## src/rtl/obj_bbox_detect.sv

```systemverilog
// obj_bbox_detect: colour-key object detector; accumulates the bounding box and
//   count of matching pixels over one frame and reports them once per frame.
// Latency: O_bbox_valid rises 3 clocks after the edge that first samples VS active.
// Backpressure: none; the block consumes one pixel per I_pxl_clk and never stalls.
// Ports:
//   I_pxl_clk, I_rst (sync, active-high)
//   I_de, I_vs, I_vs_pol (0: VS active-low, 1: VS active-high)
//   I_data_r/g/b  pixel stream
//   I_key_r/g/b, I_tol  colour key and per-channel tolerance
//   O_bbox_valid  1-cycle pulse when a new frame result is presented
//   O_found, O_x_min/O_x_max/O_y_min/O_y_max (inclusive), O_pix_cnt
module obj_bbox_detect #(
  parameter int CW      = 16,
  parameter int MIN_PIX = 16
) (
  input  logic          I_pxl_clk,
  input  logic          I_rst,
  input  logic          I_de,
  input  logic          I_vs,
  input  logic          I_vs_pol,
  input  logic [7:0]    I_data_r,
  input  logic [7:0]    I_data_g,
  input  logic [7:0]    I_data_b,
  input  logic [7:0]    I_key_r,
  input  logic [7:0]    I_key_g,
  input  logic [7:0]    I_key_b,
  input  logic [7:0]    I_tol,
  output logic          O_bbox_valid,
  output logic          O_found,
  output logic [CW-1:0] O_x_min,
  output logic [CW-1:0] O_x_max,
  output logic [CW-1:0] O_y_min,
  output logic [CW-1:0] O_y_max,
  output logic [23:0]   O_pix_cnt
);

  // Magnitude of a difference of two 8-bit values, computed 9 bits wide so
  // that |0 - 255| gives 255 rather than wrapping to 1.
  function automatic logic [8:0] abs_diff(input logic [7:0] a, input logic [7:0] b);
    logic [8:0] s;
    s = {1'b0, a} - {1'b0, b};
    return s[8] ? (~s + 9'd1) : s;
  endfunction

  // ---------------- stage 0: registered inputs ----------------
  logic          de_s0, vs_s0, pol_s0;
  logic [7:0]    pix_r_s0, pix_g_s0, pix_b_s0;
  logic [7:0]    key_r_s0, key_g_s0, key_b_s0, tol_s0;
  logic          de_d1, vs_act_d1;
  logic [CW-1:0] x_q, y_q;

  logic          vs_act, vs_edge, de_rise, de_fall;
  logic [CW-1:0] x_cur;

  always_comb begin
    vs_act  = vs_s0 ^ ~pol_s0;
    vs_edge = vs_act & ~vs_act_d1;
    de_rise = de_s0 & ~de_d1;
    de_fall = ~de_s0 & de_d1;
    x_cur   = de_rise ? '0 : x_q + CW'(1);
  end

  always_ff @(posedge I_pxl_clk) begin
    if (I_rst) begin
      de_s0     <= 1'b0;
      vs_s0     <= 1'b0;
      pol_s0    <= 1'b0;
      pix_r_s0  <= '0;
      pix_g_s0  <= '0;
      pix_b_s0  <= '0;
      key_r_s0  <= '0;
      key_g_s0  <= '0;
      key_b_s0  <= '0;
      tol_s0    <= '0;
      de_d1     <= 1'b0;
      // The zeroed stage-0 registers decode as "VS active" for one cycle;
      // starting the delayed copy high keeps that from looking like an edge.
      vs_act_d1 <= 1'b1;
      x_q       <= '0;
      y_q       <= '0;
    end else begin
      de_s0     <= I_de;
      vs_s0     <= I_vs;
      pol_s0    <= I_vs_pol;
      pix_r_s0  <= I_data_r;
      pix_g_s0  <= I_data_g;
      pix_b_s0  <= I_data_b;
      key_r_s0  <= I_key_r;
      key_g_s0  <= I_key_g;
      key_b_s0  <= I_key_b;
      tol_s0    <= I_tol;
      de_d1     <= de_s0;
      vs_act_d1 <= vs_act;
      if (de_s0) x_q <= x_cur;
      if (vs_edge)      y_q <= '0;
      else if (de_fall) y_q <= y_q + CW'(1);
    end
  end

  // ---------------- stage 1: per-channel distance ----------------
  logic          de_s1, vse_s1;
  logic [CW-1:0] x_s1, y_s1;
  logic [8:0]    d_r_s1, d_g_s1, d_b_s1;
  logic [7:0]    tol_s1;

  always_ff @(posedge I_pxl_clk) begin
    if (I_rst) begin
      de_s1  <= 1'b0;
      vse_s1 <= 1'b0;
      x_s1   <= '0;
      y_s1   <= '0;
      d_r_s1 <= '0;
      d_g_s1 <= '0;
      d_b_s1 <= '0;
      tol_s1 <= '0;
    end else begin
      de_s1  <= de_s0;
      vse_s1 <= vs_edge;
      x_s1   <= x_cur;
      y_s1   <= y_q;
      d_r_s1 <= abs_diff(pix_r_s0, key_r_s0);
      d_g_s1 <= abs_diff(pix_g_s0, key_g_s0);
      d_b_s1 <= abs_diff(pix_b_s0, key_b_s0);
      tol_s1 <= tol_s0;
    end
  end

  // ---------------- stage 2: match decision ----------------
  logic          match_s2, fe_s2;
  logic [CW-1:0] x_s2, y_s2;

  always_ff @(posedge I_pxl_clk) begin
    if (I_rst) begin
      match_s2 <= 1'b0;
      fe_s2    <= 1'b0;
      x_s2     <= '0;
      y_s2     <= '0;
    end else begin
      match_s2 <= de_s1 & (d_r_s1 <= {1'b0, tol_s1})
                        & (d_g_s1 <= {1'b0, tol_s1})
                        & (d_b_s1 <= {1'b0, tol_s1});
      fe_s2    <= vse_s1;
      x_s2     <= x_s1;
      y_s2     <= y_s1;
    end
  end

  // ---------------- accumulate and report ----------------
  logic [23:0]   acc_cnt;
  logic [CW-1:0] acc_xmin, acc_xmax, acc_ymin, acc_ymax;
  logic          armed;
  logic          acc_found;

  assign acc_found = (acc_cnt >= 24'(MIN_PIX));

  always_ff @(posedge I_pxl_clk) begin
    if (I_rst) begin
      acc_cnt      <= '0;
      acc_xmin     <= '0;
      acc_xmax     <= '0;
      acc_ymin     <= '0;
      acc_ymax     <= '0;
      armed        <= 1'b0;
      O_bbox_valid <= 1'b0;
      O_found      <= 1'b0;
      O_x_min      <= '0;
      O_x_max      <= '0;
      O_y_min      <= '0;
      O_y_max      <= '0;
      O_pix_cnt    <= '0;
    end else begin
      O_bbox_valid <= 1'b0;
      if (fe_s2) begin
        // The first frame end after reset only closes a partial frame.
        if (armed) begin
          O_bbox_valid <= 1'b1;
          O_found      <= acc_found;
          O_pix_cnt    <= acc_cnt;
          O_x_min      <= acc_found ? acc_xmin : '0;
          O_x_max      <= acc_found ? acc_xmax : '0;
          O_y_min      <= acc_found ? acc_ymin : '0;
          O_y_max      <= acc_found ? acc_ymax : '0;
        end
        armed <= 1'b1;
        // A pixel coinciding with frame end opens the new frame.
        if (match_s2) begin
          acc_cnt  <= 24'd1;
          acc_xmin <= x_s2;
          acc_xmax <= x_s2;
          acc_ymin <= y_s2;
          acc_ymax <= y_s2;
        end else begin
          acc_cnt  <= '0;
        end
      end else if (match_s2) begin
        if (acc_cnt == '0) begin
          acc_xmin <= x_s2;
          acc_xmax <= x_s2;
          acc_ymin <= y_s2;
          acc_ymax <= y_s2;
        end else begin
          if (x_s2 < acc_xmin) acc_xmin <= x_s2;
          if (x_s2 > acc_xmax) acc_xmax <= x_s2;
          if (y_s2 < acc_ymin) acc_ymin <= y_s2;
          if (y_s2 > acc_ymax) acc_ymax <= y_s2;
        end
        if (acc_cnt != 24'hFFFFFF) acc_cnt <= acc_cnt + 24'd1;
      end
    end
  end

endmodule

```

## config.mk

```make
export PLATFORM = sky130hd
export DESIGN_NAME = obj_bbox_detect
export DESIGN_NICKNAME = d
export VERILOG_FILES = /design/src/rtl/obj_bbox_detect.sv
export SDC_FILE = /design/constraint.sdc
export NUM_CORES = 1
export LEC_CHECK = 0
export ABC_AREA = 1
export CORE_MARGIN = 1
export CORE_UTILIZATION = 55
export CTS_CLUSTER_SIZE = 16
export DETAILED_ROUTE_END_ITERATION = 6
export GPL_TIMING_DRIVEN = 0
export HOLD_SLACK_MARGIN = 0.02
export PLACE_DENSITY = 0.75
export SYNTH_ARGS = -nofsm -noshare
export SYNTH_HDL_FRONTEND = slang
export SYNTH_SLANG_ARGS = --single-unit
```

## constraint.sdc

```tcl
create_clock -name I_pxl_clk -period 2.3 [get_ports I_pxl_clk]
set_input_delay 0.23 -clock I_pxl_clk [delete_from_list [all_inputs] [get_ports I_pxl_clk]]
set_output_delay 0.23 -clock I_pxl_clk [all_outputs]
set_load 0.01 [all_outputs]
```

### Word level (Yosys, flattened, before mapping)

Index checks and enable logic that the tools add are counted.

* output and inout bits: 90
* logic and storage cells: 126
* bits of input ports: 61
* flip-flop bits (word level): 374

* $add $sub $neg: 9
* eq/ne operators: 1
* reductions and logical operators: 18
* $lt $le $gt $ge: 8
* bitwise operators: 18
* multiplexer cells: 31

Operators with widths (number)
* 16-bit two-way mux: 23
* 24-bit two-way mux: 3
* 16-bit by 1-bit adder with 16-bit output (second input constant): 2
* 16-bit greater-than comparator: 2
* 16-bit < comparator: 2
* 9-bit by 1-bit adder with 9-bit output (second input constant): 3
* 9-bit by 8-bit less-or-equal comparator with 1-bit output: 3
* 9-bit inverter: 3
* 8-bit by 8-bit subtractor with 9-bit output: 3
* 24-bit by 1-bit adder with 24-bit output (second input constant): 1
* 24-bit by 5-bit >= comparator with 1-bit output (second input constant): 1
* 24-bit logical NOT: 1
* 8-bit two-way mux: 3
* 24-bit != test (second input constant): 1
* 2-bit AND reduction: 6
* 3-bit nonzero test: 4
* 2-bit OR reduction: 5
* 1-bit inverter: 8
* 1-bit bitwise AND: 6
* 2-bit nonzero test: 2
* 1-bit two-way mux: 2
* 1-bit bitwise XOR: 1

### Depth between registers and ports, before layout

* depth in word-level cells: 5
* depth in mapped cells: 17
* mapped depth without buffers: 16

### Worst setup path before layout

No wires, ideal clock.

* path kind: register to register
* start point: reg pix_b_s0[0]
* end point: reg d_b_s1[3]
* cell stages (with the launch flop): 13
* buffers on the path: 0
* setup slack: 0.395 ns
* required time: 2.178 ns
* data arrival time: 1.783 ns
* library setup time: 0.122 ns
* period minus slack after synthesis: 1.905 ns
* cells stage by stage: dfxtp_1 > inv_1 > ha_1 > inv_1 > fa_1 > nand3_1 > nand3_1 > nand4_1 > nand3_1 > inv_1 > o21ai_0 > o21ai_0 > a21oi_1

* word-level cells in the longest chain between the ends: 4

Ends and longest elaborated chain
* start: declaration: RTL line 47 `logic [7:0] pix_r_s0, pix_g_s0, pix_b_s0;`
* start signal: assignment: RTL line 87 `pix_b_s0 <= I_data_b;`
* 8-bit by 8-bit subtractor with 9-bit output (*): RTL line 41 `s = {1'b0, a} - {1'b0, b};`
* 9-bit inverter: RTL line 42 `return s[8] ? (~s + 9'd1) : s;`
* 9-bit by 1-bit adder with 9-bit output: RTL line 42
* 8-bit two-way mux (*): RTL line 42
* end signal: assignment: RTL line 123 `d_b_s1 <= abs_diff(pix_b_s0, key_b_s0);`
* end: declaration: RTL line 103 `logic [8:0] d_r_s1, d_g_s1, d_b_s1;`

Every way passes the cells marked *; elsewhere a longest branch is shown, timed or not.
A chain may end at the register's enable or synchronous reset.

### Final worst setup path

* start point: reg fe_s2
* end point: reg O_x_min[3]

* word-level cells in the longest chain between the ends: 1

Ends and longest elaborated chain
* start: declaration: RTL line 129 `logic match_s2, fe_s2;`
* start signal: assignment: RTL line 142 `fe_s2 <= vse_s1;`
* 2-bit AND reduction (no line)
* end signal: assignment: RTL line 179 `O_x_min <= acc_found ? acc_xmin : '0;`
* end: declaration: RTL line 30 `output logic [CW-1:0] O_x_min,`

No other way between the ends.

==> impl_results.md <==
- Transition time at the pin with the least slew margin: 1.07 ns
- Buffers from clock root to sink, at most: 3
- Hpwl dp: 30.4 mm
- Number of buffers created by CTS: 39
- Static Leakage: 8.66 nW
- Core Box Area: 0.0306 mm2
- Hold Buf Count CTS: 0
- Worst setup skew after layout: 0.0155 ns
- Portion of synthesized cell area occupied by the leading cell type: 43.9%
- Number of cells produced by synthesis: 2352
- Routability cong.: 0.922
- Startpoint type of the worst setup path: flop
- CTS HTree Levels: 2
- Die Span X: 178 um
- Placed cell areas: 0.0191 mm2
- Pin count of the biggest net entering global routing: 16
- Start-to-end type of the worst setup path: flop to flop
- Maximum fanout along the worst path: 10
- Data arrival at the endpoint of the critical path: 2.55 ns
- Utilization after layout: 66.7%
- Count of final max-slew check failures: 0
- Class of the tightest hold or removal check: input pin to flop
- CP max-delay cell: sky130_fd_sc_hd__dfxtp_1
- Minimum clock period after layout: 2.11 ns
- RSZ-0062 raised after global routing: false
- DR iter-0 viols: 929
- Kind of end point of the critical path: flop
- Net count reported at finish: 2723
- Drt via density: 5.07
- Maximum operating frequency: 475 MHz
- Total of buffers placed on input and output ports: 149
- Layout cells sized above 1: 4.90%
- Global-route wire length before repair: 66.6 mm
- Number of global-route vias before repair: 14.1k
- Total GRT Usage: 26.0%
- Number of ports placed on the die boundary: 151
- Top cell by count, worst path: sky130_fd_sc_hd__nand2_1
- Diode insertion count for antenna repair: 0
- Clock Pin Slew Worst Setup and Hold Paths: 0.06 ns
- Final antenna-violating net count: 0
- # setup viols final: 0
- Clk_lat worst skew: 0.53 ns
- Number of rows created at floorplan: 64
- Cell area power density: 724 mW/mm2
- Routed len/inst: 13.7 um
- Buffer type at the clock tree root: sky130_fd_sc_hd__clkbuf_16
- Most frequent standard cell in the layout excluding fill and tap cells: sky130_fd_sc_hd__nand2_1
- Dpl ws: -0.223 ns
- Count of unresolved DRC violations after routing: 0
- Final worst-path cycle share: 91.6%
- Clock tree sinks: 374
- Syn Std Cell Area: 0.0171 mm2
- Total number of vias: 15.0k
- Commonest cells after routing, fill and taps aside: sky130_fd_sc_hd__nand2_1, sky130_fd_sc_hd__dfxtp_1, sky130_fd_sc_hd__inv_1
- Count of yosys warnings during synthesis: 0
- Number of maximum-capacitance violations: 0
- CTS tree: yes
- IR drop worst, VDD: 479 uV
- Biggest cell delay along the critical path: 0.31 ns
- First-pass iteration count of the detailed router: 7
- Total congestion overflow after global routing: 0
- Antenna violations before repair: 0
- Crit path setup slack, layout: 0.193 ns
- Result of the run: finished, final reports clean
- Top cells by area in the synthesized netlist: sky130_fd_sc_hd__dfxtp_1, sky130_fd_sc_hd__nand2_1, sky130_fd_sc_hd__ha_1
- Number of fill cells in the layout: 2676
- Die height: 178 um
- Synth Register Bits: 374
- Rel. slew slack: 28.6%
- Die Outline Area: 0.0317 mm2
- Effective utilization at floorplan: 55.8%
- Layout overhead on the synthesized area: 19.5%
- Number of nets produced by synthesis: 2533
- Area of all placed cells without fillers: 0.0204 mm2
- Proportion of synthesized chip area in sequential cells: 43.9%
- Mean cell area of the mapped netlist: 7.26 um2
- Wirelength, routed: 40.6 mm
- Data required time of the worst path: 2.75 ns
- Chain of cells forming the critical path: buf_2 -> nand2_2 -> clkinv_1 -> nand2_1 -> inv_2 -> clkbuf_2 -> nand2_1 -> a21oi_1
- Hold violation count in the final report: 0
- Count of unique library cells instantiated by Yosys: 42
- Total setup buffers inserted after CTS: 0
- Post-synthesis cell type with the largest combined area: sky130_fd_sc_hd__dfxtp_1
==> registers in the layout, summed over array words and instances (netlist names), 16 cells and up <==
signal	cells
O_pix_cnt	24
acc_cnt	24
O_x_max	16
O_x_min	16
O_y_max	16
O_y_min	16
acc_xmax	16
acc_xmin	16
acc_ymax	16
acc_ymin	16
x_q	16
x_s1	16
x_s2	16
y_q	16
y_s1	16
y_s2	16
==> cell usage after synthesis, drive strengths merged <==
cell     instances
o211ai           2
a22oi            1
xor2            10
ha             117
a21o             5
nand3          147
inv            373
or3              1
nor3            40
nand3b           6
o21bai           5
a21boi           2
o21a             4
fa               3
a31oi            4
a21oi          247
buf             25
nor3b            2
dfxtp          374
nand4           29
o2111ai          2
a211oi           1
and3             2
o21ai           92
nor2           314
xnor2            2
clkbuf          65
clkinv           3
or2              3
nand2          471
==> cells by family after synthesis <==
group           Yosys count  share of synthesized area, %
flops                   374                          43.9
simple gates           1015                          24.8
buf+inv                 466                          10.5
fa+ha+maj               120                          8.93
xor+xnor                 12                         0.616
compound gates          365                          11.4
==> layout make-up <==
type                    instances  area (um2)  share of cell area (%)
multi-input cells            1512        7820                    38.3
well taps                     396         495                    2.43
clock inverters                15         145                   0.711
flip-flops and latches        374        7490                    36.7
repair buffers                149        1490                    7.31
inverters                     376        1410                    6.92
plain buffers                  90         387                    1.89
clock buffers                  54        1160                    5.71
==> metrics by stage <==
stage	hold WS (ns)	power [mW]	TNS [ns]	std cells
after floorplan	0.337	8.06	0	2352
after global placement	0.389	8.46	-10.31	2897
after detailed placement	0.393	8.52	-11.57	2897
after CTS	0.136	14.8	0	2966
after global routing	0.190	15.4	0	2966
final	0.162	14.8	0	2966
==> layer usage <==
metal | global-route usage, % | wire length (um) | up-vias
li1 | - | - | 7815
met1 | 31.3 | 17600 | 6768
met2 | 46.4 | 19600 | 356
met3 | 3.54 | 1870 | 95
met4 | 10.4 | 1470 | 0
met5 | 0 | 0 | -
==> worst paths after layout <==
| path | start | to | slack [ns] | cells after the start |
|---|---|---|---|---|
| setup / recovery | fe_s2 | O_x_min[3] | 0.19 | 8 |
| hold reg to reg | tol_s0[6] | tol_s1[6] | 0.40 | 2 |
| setup reg to reg | fe_s2 | O_x_min[3] | 0.19 | 8 |
| hold / removal | I_rst | de_s1 | 0.16 | 2 |
==> power by group <==
part | internal [mW] | leakage (nW) | total (mW) | switching (mW)
combinational | 0.630 | 4.98 | 1.63 | 1.00
sequential | 6.69 | 3.04 | 6.79 | 0.102
clock | 3.77 | 0.635 | 6.35 | 2.58
total | 11.1 | 8.66 | 14.8 | 3.68
==> worst max-delay path: cells and delay by family (launching register included) <==
kind	cells	cell delay (ns)
AOI/OAI and AO/OA	1	0.16
buffers and inverters	4	1.04
DFF	1	0.31
and+or+nand+nor	3	0.53
==> timing repair <==
item | CTS | global route
endpoints found under the setup margin | 60 | 102
hold endpoints to repair | 0 | 0
gates resized for setup | 1 | 25
gates cloned | 0 | 0
No activity file was read; power rests on OpenSTA's default activity.
